$ cat src/rtl/input_buffer_split.sv
// input_buffer_split: one buffer slice of a router input port.
// Flits are stored in a small FIFO. Each head flit then goes through routing
// computation (RC), switch allocation (SA) and a single switch-traversal (ST)
// cycle. Every output that faces the input-unit mux is forced to zero outside
// its own state, because the mux ORs all slices together.

module input_buffer_split #(
    parameter int WIDTH      = 32,
    parameter int DEPTH      = 4,
    parameter int INFO_WIDTH = 4,
    parameter int ADDR_WIDTH = 8,
    parameter int DIRECTION  = 5
) (
    input  logic                  clk,
    input  logic                  rst_n,
    input  logic                  in_valid,
    input  logic [WIDTH-1:0]      in_data,
    output logic                  in_credit,
    output logic                  rc_valid,
    output logic [INFO_WIDTH-1:0] route_info,
    output logic [ADDR_WIDTH-1:0] route_addr,
    input  logic                  rc_ack,
    input  logic                  rc_resp_valid,
    input  logic [DIRECTION-1:0]  rc_resp_dir,
    input  logic [DIRECTION-1:0]  out_credit_avail,
    output logic                  sa_valid,
    output logic [INFO_WIDTH-1:0] sa_info,
    output logic [ADDR_WIDTH-1:0] sa_addr,
    input  logic                  sa_grant,
    output logic [WIDTH-1:0]      st_data,
    output logic [DIRECTION-1:0]  st_ctrl,
    output logic [DIRECTION-1:0]  out_credit_decre,
    output logic                  overflow_err
);

    localparam int PTR_W = (DEPTH > 1) ? $clog2(DEPTH) : 1;
    localparam int CNT_W = $clog2(DEPTH + 1);
    localparam logic [CNT_W-1:0] FULL_COUNT = CNT_W'(DEPTH);

    typedef enum logic [2:0] {
        IDLE,
        RC_REQ,
        RC_WAIT,
        SA_REQ,
        ST
    } state_t;

    state_t                state;
    state_t                state_next;
    logic [WIDTH-1:0]      mem [DEPTH];
    logic [PTR_W-1:0]      wr_ptr;
    logic [PTR_W-1:0]      rd_ptr;
    logic [CNT_W-1:0]      count;
    logic [CNT_W-1:0]      count_next;
    logic [DIRECTION-1:0]  dir;
    logic                  full;
    logic                  pop;
    logic                  push;
    logic                  sa_ready;
    logic [WIDTH-1:0]      head;
    logic [ADDR_WIDTH-1:0] head_addr;
    logic [INFO_WIDTH-1:0] head_info;

    // A full FIFO may still take a write in the ST cycle, since the pop frees
    // the slot in the same edge.
    assign full      = (count == FULL_COUNT);
    assign pop       = (state == ST);
    assign push      = in_valid && (!full || pop);
    assign head      = mem[rd_ptr];
    assign head_addr = head[WIDTH-1 -: ADDR_WIDTH];
    assign head_info = head[INFO_WIDTH-1:0];
    assign sa_ready  = |(dir & out_credit_avail);

    // Occupancy after this edge's push and pop; also decides where ST goes.
    always_comb begin
        count_next = count;
        if (push && !pop) begin
            count_next = count + CNT_W'(1);
        end else if (pop && !push) begin
            count_next = count - CNT_W'(1);
        end
    end

    // Flit storage; contents only matter once count says they are valid.
    always_ff @(posedge clk) begin
        if (push) begin
            mem[wr_ptr] <= in_data;
        end
    end

    // FIFO pointers, occupancy and the sticky overflow flag.
    always_ff @(posedge clk or negedge rst_n) begin
        if (!rst_n) begin
            wr_ptr       <= '0;
            rd_ptr       <= '0;
            count        <= '0;
            overflow_err <= 1'b0;
        end else begin
            if (push) begin
                wr_ptr <= wr_ptr + PTR_W'(1);
            end
            if (pop) begin
                rd_ptr <= rd_ptr + PTR_W'(1);
            end
            count <= count_next;
            if (in_valid && full && !pop) begin
                overflow_err <= 1'b1;
            end
        end
    end

    // Output direction from the RC unit, captured once per head flit.
    always_ff @(posedge clk or negedge rst_n) begin
        if (!rst_n) begin
            dir <= '0;
        end else if (state == RC_WAIT && rc_resp_valid) begin
            dir <= rc_resp_dir;
        end
    end

    // Pipeline state register.
    always_ff @(posedge clk or negedge rst_n) begin
        if (!rst_n) begin
            state <= IDLE;
        end else begin
            state <= state_next;
        end
    end

    // Next state; rc_resp_valid is only looked at after the ack was taken.
    always_comb begin
        state_next = state;
        case (state)
            IDLE:    if (count != '0) state_next = RC_REQ;
            RC_REQ:  if (rc_ack) state_next = RC_WAIT;
            RC_WAIT: if (rc_resp_valid) state_next = SA_REQ;
            SA_REQ:  if (sa_grant && sa_ready) state_next = ST;
            ST:      state_next = (count_next != '0) ? RC_REQ : IDLE;
            default: state_next = IDLE;
        endcase
    end

    // Mux-facing outputs, zero unless the slice is in the matching state.
    always_comb begin
        rc_valid         = 1'b0;
        route_info       = '0;
        route_addr       = '0;
        sa_valid         = 1'b0;
        sa_info          = '0;
        sa_addr          = '0;
        st_data          = '0;
        st_ctrl          = '0;
        out_credit_decre = '0;
        in_credit        = 1'b0;
        case (state)
            RC_REQ: begin
                rc_valid   = 1'b1;
                route_info = head_info;
                route_addr = head_addr;
            end
            SA_REQ: begin
                if (sa_ready) begin
                    sa_valid = 1'b1;
                    sa_info  = head_info;
                    sa_addr  = head_addr;
                end
            end
            ST: begin
                st_data          = head;
                st_ctrl          = dir;
                out_credit_decre = dir;
                in_credit        = 1'b1;
            end
            default: begin
            end
        endcase
    end

endmodule

$ cat config.mk
export PLATFORM = sky130hd
export DESIGN_NAME = input_buffer_split
export DESIGN_NICKNAME = d
export VERILOG_FILES = /design/src/rtl/input_buffer_split.sv
export SDC_FILE = /design/constraint.sdc
export NUM_CORES = 1
export LEC_CHECK = 0
export CAP_MARGIN = 40
export CORE_MARGIN = 2
export CORE_UTILIZATION = 35
export DETAILED_ROUTE_END_ITERATION = 12
export HOLD_SLACK_MARGIN = 0.05
export SYNTH_ARGS = -nofsm -noshare
export SYNTH_HDL_FRONTEND = slang
export SYNTH_SLANG_ARGS = --single-unit
$ cat constraint.sdc
create_clock -name clk -period 5.6 [get_ports clk]
set_clock_uncertainty 0.1 [all_clocks]
set_input_delay 1.12 -clock clk [delete_from_list [all_inputs] [get_ports clk]]
set_output_delay 1.12 -clock clk [all_outputs]
set_load 0.01 [all_outputs]
Word-level counts from Yosys, hierarchy flattened
Memories as Yosys holds them, arrays and structs flattened.
Cells that the tools add are included.
Widths: inputs -> output; s select.

storage, ports and cells
  logic and storage cells = 59
  bits of input ports = 48
  RAM bits = 128
  memories = 1
  register bits = 16
  output and inout port bits = 70

cells by class
  add/subtract/negate cells = 4
  reductions and logical operators = 16
  muxes and demuxes = 22
  bitwise logic cells = 1
  eq/ne operators = 9

memory list
  name  depth  width  read ports  clocked after memory_dff  wr ports  RTL line  RTL
  mem   4      32     1           0                         1         50        logic [WIDTH-1:0] mem [DEPTH];

operator list
  operator             number
  $mux 32              1
  $mux 8               3
  $mux 3               6
  $pmux 3 s5           1
  $mux 4               3
  $ne 2x2->1 const B   4
  $logic_and 1x1->1    7
  $mux 1               7
  $eq 3x2->1 const B   2
  $eq 3x3->1 const B   2
  $reduce_bool 3->1    2
  $and 5x5->5          1
  $mux 5               1
  $reduce_or 5->1      1
  $add 2x1->2 const B  2
  $reduce_and 4->1     1
  $add 3x1->3 const B  1
  $eq 3x1->1 const B   1
  $logic_not 1->1      3
  $logic_not 3->1      1
  $sub 3x1->3 const B  1
  $logic_or 1x1->1     1

Depth between registers and ports, before layout
  word-level depth = 11
  depth in mapped cells = 7
  depth with buffers taken out = 7

Worst setup path after synthesis
No wires, ideal clock.

  path type = in2out
  from = input port out_credit_avail[1]
  to = output port sa_addr[0]
  arrival = 1.984 ns
  stages on the path = 4
  required time = 4.380 ns
  path buffers = 1
  setup slack = 2.396 ns
  path through = a222oi_1 -> a21oi_1 -> buf_2 -> and2_1

between the ends
  longest elaborated chain between the ends = 4

RTL lines
  what             RTL line  RTL
  from (decl)      25        input logic [DIRECTION-1:0] out_credit_avail,
  $and 5x5->5      72        assign sa_ready = |(dir & out_credit_avail);
  $reduce_or 5->1  72
  $mux 8           162       if (sa_ready) begin
  $mux 8           155       case (state)
  to (decl)        28        output logic [ADDR_WIDTH-1:0] sa_addr,

Every way passes these cells.

Final worst setup path
  from = input port out_credit_avail[0]
  to = output port sa_addr[2]

The elaborated chain is that of the path after synthesis.

==> results.ini <==
[clock_network]
clk_pin_slew_ns=0.05
post_cts_buffers=0
hold_buffers=0
cts_max_level=4
cts.sinks=144
cts_tree=built
cts_root_buffer=clkbuf_16
cts_resized=0
numCtsBuffers=17
insertion_delay_ns=0.41
clock_path_buffers=2

[die]
dieArea_sq_um=18240
io_pins=118
coreArea_sq_um=16700
std_cell_rows=47
start_util_pct=35.99
die_w_um=135.1
die_h_um=135.1

[route]
wl_per_cell_um=18.54
wl_met2_um=6321
drt_iter0_drc=170
antenna_left=0
wl_met1_um=5419
drc=0
first_pass_iters=4
vias=3306
top_layer=met5
dr_wl_met3_um=879
viasPerCell=4.798
routed_wirelength_um=12780

[global_routing]
grt_pass1_vias=3470
grt_overflow=0
grt_antenna_before_repair=1
grt_usage_pct=15.03
grt_pass1_wl_um=19760
grt_start_max_net_pins=43

[worst_hold_path]
hold_class=reg -> reg

[yosys]
ys_ff_latch=144
ys_top_cells_by_count=128 x edfxtp_1, 65 x and2_1, 32 x mux4_2
avgSynthCellArea_sq_um=18.05
syn-instance-count=333
ys_types=43
synth-warning-count=0
ys_async_sr_fraction_pct=11.11
synth-edff-count=128
synth.area.top_cells=edfxtp_1 64%, mux4_2 12%, and2_1 6.8%, dfrtp_1 6.7%, ha_1 1.5%
synth_area_sq_um=6011
synth_most_common_cell=edfxtp_1
ys_seq_area_share_pct=70.61
netlist.area_leader.share_pct=63.95
yosysTopAreaCell=edfxtp_1
synth.net_count=388
synthFlopType=edfxtp_1

[critical_path]
cp-end-kind=output port
start_kind=input port
cpPeakStageDelay_ns=0.54
crit_top_cell=clkdlybuf4s50_1
worstPathCellList=clkdlybuf4s50_1 > a22oi_1 > a21oi_1 > buf_4 > and2_1 > clkdlybuf4s50_1
path_max_fanout=9
cp.required_ns=4.38
arrival_ns=3.10
cp_slowest_cell=clkdlybuf4s50_1
critPathKind=in -> out

[placed_design]
io_buffer_count=117
gp_congestion=0.7029
hpwl_um=8509
dp_cells=657

[timing]
worst_pin_slew_ns=0.7985
setup_viol=0
final_hold_viol_count=0
fin_crit_sh_pct=77.17
max_freq_mhz=231.4
rsz0062_at_grt=false
max_slew_margin_pct=46.60
timing.final.crit_period_ns=4.322
tns_ns=0
drv_slew=0

[power_and_ir_drop]
vdd_drop_max_mv=0.3720
p_int_w=0.002220
p_leak_nw=2.753
pwr-share-seq_pct=49.6
clkPwrFrac_pct=36.2
comb_power_share_pct=14.2
switching_power_w=0.0006880
switching_share_pct=23.66
powerDensity_nw_per_um2=360.5

[final_layout]
fillers=1439
final_cells=689
multi_input_area_sq_um=1628
areaGrowthSynthToFinish_pct=34.18
drive_gt1_share_pct=18.12
ff_latch_area_sq_um=4247
fin_nets=511
antennaDiodeCount=0

[run]
cap_violations=0

[run_status]
status=finished clean

[area by class of cell]
cell class                 count  area share, %
clock buffer                  20          5.414
clock inverter                12          1.458
inverter                       9         0.4189
multi-input combinational    158          20.18
sequential                   144          52.65
tap                          220          3.413
timing repair buffer         126          16.46
[layout by cell type (no fill, tap or decap), drive strengths merged, types with 3 or more instances in the layout]
cell / synthesis / layout
edfxtp: 128 / 128
clkdlybuf4s50: 0 / 117
and2: 65 / 65
mux4: 32 / 32
clkbuf: 11 / 20
dfrtp: 16 / 16
inv: 9 / 10
buf: 11 / 9
nand2: 7 / 7
ha: 7 / 7
mux2: 6 / 6
clkinv: 0 / 6
nor2: 5 / 5
xnor2: 4 / 4
a21oi: 3 / 3
mux2i: 3 / 3
clkinvlp: 0 / 3
[metrics by stage]
step / setup WS (ns) / total power [W] / hold WS [ns] / instance area, sq um / utilization (%)
6_report: 1.278 / 0.002908 / 0.3829 / 8065 / 48.29
4_1_cts: 1.214 / 0.002953 / 0.3900 / 8065 / 48.29
3_3_place_gp: 0.9822 / 0.001824 / 0.3689 / 7370 / 44.13
3_5_place_dp: 1.213 / 0.001892 / 0.3702 / 7511 / 44.97
5_1_grt: 1.111 / 0.003051 / 0.4107 / 8065 / 48.29
2_1_floorplan: 2.396 / 0.001683 / 0.3937 / 6011 / -
[sequential cells by signal (all words and copies together) (netlist names)]
signal        flops
count             3
dir               5
mem             128
overflow_err      1
rd_ptr            2
state             3
wr_ptr            2
[final timing paths]
path / startpoint / endpoint / slack (ns) / cells past startpoint
setup / recovery: out_credit_avail[0] / sa_addr[2] / 1.28 / 6
hold / removal: overflow_err$_DFFE_PN0P_ / overflow_err$_DFFE_PN0P_ / 0.38 / 1
setup reg to reg: state[1]$_DFFE_PN0P_ / mem[0][26]$_DFFE_PP_ / 2.42 / 5
hold reg to reg: overflow_err$_DFFE_PN0P_ / overflow_err$_DFFE_PN0P_ / 0.38 / 1
max in group asynchronous: rst_n / rd_ptr[0]$_DFFE_PN0N_ / 3.78 / 1
min in group asynchronous: rst_n / overflow_err$_DFFE_PN0P_ / 1.07 / 1
[power groups by stage]
stage | logic [W] | registers [W] | clock network, W
final | 0.000414 | 0.00144 | 0.00105
after global routing | 0.000462 | 0.00146 | 0.00113
after CTS | 0.000427 | 0.00145 | 0.00108
after detailed placement | 0.000425 | 0.00147 | 0
after global placement | 0.000366 | 0.00146 | 0
after floorplan | 0.000230 | 0.00145 | 0
[metal layers]
metal / GRT usage [%] / vias up
li1: - / 1529
met1: 18.17 / 1651
met2: 25.01 / 109
met3: 6.081 / 15
met4: 4.167 / 2
met5: 0 / -
[cell families after synthesis]
group                    synth area share (%)
AND/OR/NAND/NOR                         8.868
flip-flops                              70.61
multiplexers                            13.61
XOR/XNOR                               0.5828
AO/OA/AOI/OAI                           2.394
buffers and inverters                   2.477
adder cells (fa/ha/maj)                 1.457
[critical path, delay by kind of cell]
kind            cells  cell delay, ns
buf+inv             3            1.27
compound gates      2            0.59
simple gates        1            0.13
No activity file was read; power rests on OpenSTA's default activity.
